$ cat src/rtl/fifo_nw_1r.sv
`default_nettype none
// ============================================================================
// Module   : fifo_nw_1r
// Purpose  : Multi-write-lane, single-read synchronous FIFO. Up to
//            WRITE_PORTS entries may be pushed per cycle; one entry is
//            popped per cycle. Optional feature macro: FIFO_FWFT_EN
//            (first-word fall-through read port when defined).
// Revision : 1.0  initial release
// ============================================================================
module fifo_nw_1r #(
    parameter int DATA_WIDTH    = 65,
    parameter int ADDRESS_WIDTH = 4,
    parameter int FIFO_DEPTH    = 1 << ADDRESS_WIDTH,
    parameter int WRITE_PORTS   = 2,
    parameter int AFULL_THRESH  = FIFO_DEPTH - WRITE_PORTS
) (
    input  logic                              Clk,
    input  logic                              Clear_in,
    input  logic                              stall,
    input  logic [WRITE_PORTS*DATA_WIDTH-1:0] Data_in,
    input  logic [2:0]                        WriteCnt_in,
    input  logic                              ReadEn_in,
    output logic [DATA_WIDTH-1:0]             Data_out,
    output logic                              Data_valid,
    output logic                              Empty_out,
    output logic                              Full_out,
    output logic                              AlmostFull_out,
    output logic [ADDRESS_WIDTH:0]            Count_out,
    output logic                              Overflow_out
);

    // Occupancy width, and a wider domain so a 3-bit burst length can be
    // compared against free space for any ADDRESS_WIDTH.
    localparam int c_cw = ADDRESS_WIDTH + 1;
    localparam int c_ew = c_cw + 3;
    localparam logic [c_ew-1:0] c_depth = c_ew'(FIFO_DEPTH);
    localparam logic [c_ew-1:0] c_ports = c_ew'(WRITE_PORTS);
    localparam logic [c_ew-1:0] c_afull = c_ew'(AFULL_THRESH);

    logic [DATA_WIDTH-1:0]    r_mem [FIFO_DEPTH];
    logic [ADDRESS_WIDTH-1:0] r_wr_ptr;
    logic [ADDRESS_WIDTH-1:0] r_rd_ptr;
    logic [c_cw-1:0]          r_count;
    logic                     r_ovf;

    logic [c_ew-1:0] w_wcnt;
    logic [c_ew-1:0] w_count_ext;
    logic [c_ew-1:0] w_free;
    logic            w_empty;
    logic            w_wr_req;
    logic            w_wr_fit;
    logic            w_wr_acc;
    logic            w_wr_rej;
    logic            w_pop;
    logic [c_cw-1:0] w_count_next;

    assign w_wcnt      = {{(c_ew-3){1'b0}}, WriteCnt_in};
    assign w_count_ext = {3'b000, r_count};
    // Free space is taken from the registered count only: a same-cycle pop
    // does not make room for a same-cycle write.
    assign w_free      = c_depth - w_count_ext;
    assign w_empty     = (r_count == '0);

    // A burst is all-or-nothing: it must fit both the lanes and the space.
    assign w_wr_req = !stall && !Clear_in && (WriteCnt_in != 3'd0);
    assign w_wr_fit = (w_wcnt <= w_free) && (w_wcnt <= c_ports);
    assign w_wr_acc = w_wr_req && w_wr_fit;
    assign w_wr_rej = w_wr_req && !w_wr_fit;
    assign w_pop    = ReadEn_in && !stall && !Clear_in && !w_empty;

    assign w_count_next = r_count
                        + (w_wr_acc ? w_wcnt[c_cw-1:0] : {c_cw{1'b0}})
                        - {{ADDRESS_WIDTH{1'b0}}, w_pop};

    assign Empty_out      = w_empty;
    assign Full_out       = (w_free < c_ports);
    assign AlmostFull_out = (w_count_ext >= c_afull);
    assign Count_out      = r_count;
    assign Overflow_out   = r_ovf;

    // Pointer, occupancy and overflow-pulse state.
    always_ff @(posedge Clk) begin
        if (Clear_in) begin
            r_wr_ptr <= '0;
            r_rd_ptr <= '0;
            r_count  <= '0;
            r_ovf    <= 1'b0;
        end else begin
            if (w_wr_acc) begin
                r_wr_ptr <= r_wr_ptr + w_wcnt[ADDRESS_WIDTH-1:0];
            end
            if (w_pop) begin
                r_rd_ptr <= r_rd_ptr + 1'b1;
            end
            r_count <= w_count_next;
            r_ovf   <= w_wr_rej;
        end
    end

    // Storage: lane k of an accepted burst lands at wr_ptr+k (wraps).
    always_ff @(posedge Clk) begin
        for (int k = 0; k < WRITE_PORTS; k++) begin
            if (w_wr_acc && (WriteCnt_in > 3'(k))) begin
                r_mem[r_wr_ptr + ADDRESS_WIDTH'(k)] <= Data_in[k*DATA_WIDTH +: DATA_WIDTH];
            end
        end
    end

`ifdef FIFO_FWFT_EN
    // Head entry is shown directly; ReadEn_in acknowledges it.
    assign Data_out   = r_mem[r_rd_ptr];
    assign Data_valid = !w_empty && !stall && !Clear_in;
`else
    logic [DATA_WIDTH-1:0] r_data;
    logic                  r_valid;

    // Popped entry is registered; contents are not reset.
    always_ff @(posedge Clk) begin
        if (w_pop) begin
            r_data <= r_mem[r_rd_ptr];
        end
    end

    // Valid strobe follows each accepted pop by one cycle.
    always_ff @(posedge Clk) begin
        if (Clear_in) begin
            r_valid <= 1'b0;
        end else begin
            r_valid <= w_pop;
        end
    end

    assign Data_out   = r_data;
    assign Data_valid = r_valid;
`endif

endmodule
`default_nettype wire

$ cat config.mk
export PLATFORM = sky130hd
export DESIGN_NAME = fifo_nw_1r
export DESIGN_NICKNAME = d
export VERILOG_FILES = /design/src/rtl/fifo_nw_1r.sv
export SDC_FILE = /design/constraint.sdc
export NUM_CORES = 2
export LEC_CHECK = 0
export CORE_MARGIN = 4
export CORE_UTILIZATION = 53
export CTS_CLUSTER_DIAMETER = 50
export DETAILED_ROUTE_END_ITERATION = 10
export PLACE_DENSITY_LB_ADDON = 0.05
export SLEW_MARGIN = 20
export SYNTH_ARGS = -nofsm -noshare
export SYNTH_HDL_FRONTEND = slang
export SYNTH_SLANG_ARGS = --single-unit
$ cat constraint.sdc
create_clock -name Clk -period 14.97 [get_ports Clk]
set_input_delay 4.491 -clock Clk [delete_from_list [all_inputs] [get_ports Clk]]
set_output_delay 4.491 -clock Clk [all_outputs]
set_load 0.005 [all_outputs]
==> flow_summary_export.csv <==
group,metric,value,unit
floorplanning,rows,118,
yosys,synthCells,2963,
floorplanning,die_y,331,µm
worst_setup_path,reg2reg_from,"Count_out[0]",
placed_design,hpwlAfterDp,78800,µm
grt,grt_max_degree,68,
route,wl_per_cell,33.0,µm
pwr,p_seq_share,47.2,%
worst_setup_path,cp_max_fo,44,
flow_run,cap_violations,0,
yosys,yosysWarnings,0,
clock_tree,clkSlewWorstSetupHoldPaths,50,ps
placed_design,dp_cells,4297,
pwr,comb_power_share,9.2,%
cells_and_area,drive_above_1_share,52.1,%
clock_tree,clock_latency,730,ps
worst_setup_path,r2r-end,"r_mem[11][10]",
clock_tree,cts_tree,"built",
clock_tree,post_cts_buffers,0,
route,drt_iter0_markers,3037,
grt,grt_pass1_vias,31234,
cells_and_area,nNetsFinal,3217,
route,drt-vias-per-instance,6.53,
placed_design,io_buffer_count,211,
cells_and_area,final_common_cell,"edfxtp_1",
cells_and_area,area.sequential,33500,µm²
worst_setup_path,path_class,"in2reg",
cells_and_area,layout_common_cells,"edfxtp_1 (1105), mux2_2 (1024), mux4_2 (325)",
worst_setup_path,rrSetupSlack,9970,ps
clock_tree,cts.path.max_buffers,3,
yosys,async_flop_share,0,%
placed_design,placed_area,58200,µm²
clock_tree,cts.repair.resized,0,
route,firstDrtPassIters,5,
clock_tree,htreeDepth,4,
grt,grt_usage,27.6,%
cells_and_area,fin_area,62600,µm²
floorplanning,num_io_pins,212,
grt,antenna_found_initial,20,
floorplanning,coreArea,103000,µm²
sta,rsz0062_at_grt,"no",
pwr,power_leakage,0.0194,µW
worst_setup_path,rr_worst_depth,11,
yosys,synth_top_area_share,60.2,%
route,drc_errors,0,
worst_setup_path,crit_chain,"clkdlybuf4s50_1, ha_1, nor2b_1, o21ai_0, a211oi_4, buf_4, or4_1, nor2_4, buf_4",
yosys,netlist_top_cells_area,"edfxtp_1 (60%), mux2_2 (21%), mux4_2 (13%), clkbuf_1 (1.3%), buf_2 (0.62%)",
yosys,synth.avg_cell_area,18.6,µm²
sta,fmax,117,MHz
pwr,power.internal,5820,µW
status,status,"complete, no violations",
sta,final-setup-viol-count,0,
floorplanning,dieArea,109000,µm²
worst_setup_path,worstPathRequired,15300,ps
worst_setup_path,slowest_stage,"buf_4",
min_path,min_to,"r_wr_ptr[0]",
cells_and_area,finalNonFillerCells,4551,
floorplanning,die_w,331,µm
yosys,ys.flop_type,"edfxtp_1",
cells_and_area,fill_cells,7460,
yosys,yosys.area.top_type,"edfxtp_1",
yosys,synthesis.area,55100,µm²
placed_design,place.gp.congestion,0.782,
sta,finalCritPeriodShare,57.0,%
yosys,netlist-cell-type-count,45,
clock_tree,clock-sinks,1120,
min_path,hold_depth,2,
pwr,ir_worst_vdd,86.2,µV
min_path,hp-class,"reg2reg",
sta,relSlewSlack,26.0,%
worst_setup_path,path_buf_inv,3,
cells_and_area,syn2layout_area_growth,13.6,%
sta,maxSlewViolCount,0,
floorplanning,initial_utilization,53.3,%
route,ant_nets,0,
worst_setup_path,cp-end-kind,"flip-flop",
route,vias,29699,
sta,fin_crit,8530,ps
sta,setup_tns,0,ps
pwr,power_frac_clock,43.6,%
pwr,swShare,22.1,%
clock_tree,hold_buffers,0,
grt,grt_overflow,0,
yosys,synth-seq-area-share,60.7,%
sta,setup_ws,6440,ps
clock_tree,cts-root-buf,"clkbuf_16",
worst_setup_path,critPathTopFamily,"buffers and inverters",
min_path,min-delay-start,"r_wr_ptr[0]",
yosys,synth_edf_count,1105,
clock_tree,cts_buffers,139,
route,routed_wl,150000,µm
yosys,syn_nets,3121,
pwr,p_sw,1650,µW
worst_setup_path,cp-start-kind,"input pin",
pwr,power-per-cell-area,119,nW/µm²
grt,grt_pass1_wl,216000,µm
worst_setup_path,cp_slowest_stage_delay,920,ps
worst_setup_path,cpMostUsedCell,"buf_4",
worst_setup_path,cp.arrival,8860,ps
yosys,ys_ff_latch,1120,
sta,final.setup_skew,25.0,ps
placed_design,pre_cts_ws,5700,ps
pwr,total_power,7470,µW
sta,hold_viol,0,
sta,tightest_slew,1110,ps
cells_and_area,multiInputGateArea,20300,µm²
[worst max path at each step]
stage                         end           start  cells past startpoint
CTS                 r_mem[15][21]        Clear_in                      7
floorplan            Count_out[4]        Clear_in                     10
detailed placement  r_mem[15][35]        Clear_in                      7
finish              r_mem[11][10]  WriteCnt_in[1]                      9
global placement    r_mem[11][10]  WriteCnt_in[1]                      9
global route         r_mem[11][7]  WriteCnt_in[1]                      9
[power by group through the flow]
stage	logic (µW)	registers, µW	clock network [µW]
floorplan	455	3580	0
global placement	665	3590	0
detailed placement	685	3590	0
CTS	689	3520	3310
global route	740	3530	3450
finish	687	3520	3260
[per-stage QoR]
stage	utilization, %	hold slack, ps
2_1_floorplan	-	517
3_3_place_gp	56.3	573
3_5_place_dp	56.3	583
4_1_cts	60.5	593
5_1_grt	60.6	652
6_report	60.6	603
[flip-flops by register name, summed over array words and instances, names as in the netlist]
register	cells
r_mem	1040
Data_out	65
Count_out	5
r_rd_ptr	4
r_wr_ptr	4
Data_valid	1
Overflow_out	1
[worst register-to-register path: cells and delay by family (launching register included)]
kind | cells | cell delay [ps]
simple gates | 3 | 1620
buf+inv | 4 | 1440
fa+ha+maj | 2 | 540
flops | 1 | 480
compound gates | 2 | 460
[cell type report]
cell class	instances	area share, %
inverter	19	0.114
antenna	9	0.0360
tap	1380	2.76
timing repair buffer	280	4.23
clock buffer	176	5.91
sequential	1120	53.5
clock inverter	68	1.11
multi-input combinational	1499	32.3
[logic make-up after synthesis]
family	share of synthesized area [%]
AND/OR/NAND/NOR	0.799
AO/OA/AOI/OAI	0.334
XOR/XNOR	0.143
adder cells (fa/ha/maj)	0.504
other	0.00680
multiplexers	34.5
flip-flops	60.7
buffers and inverters	2.93
[cells in the mapped netlist, drive strengths merged (4+ instances only)]
| cell | instances |
|---|---|
| a21oi | 6 |
| buf | 129 |
| clkbuf | 196 |
| dfxtp | 15 |
| edfxtp | 1105 |
| ha | 19 |
| inv | 19 |
| mux2 | 1040 |
| mux4 | 325 |
| nand2 | 9 |
| nand3 | 4 |
| nor2 | 18 |
| nor3 | 7 |
| nor4 | 16 |
| o21ai | 4 |
| or4 | 6 |
| xor2 | 7 |
[metal layers]
metal | part of all wire [%] | vias to the layer above | track usage, %
met4 | 2.5 | 20 | 7.92
met2 | 48 | 1175 | 44.7
met3 | 7.4 | 264 | 5.96
met1 | 42 | 15953 | 38.3
li1 | - | 12287 | -
met5 | 0.088 | - | 0
Power figures use the tool's default switching activity.
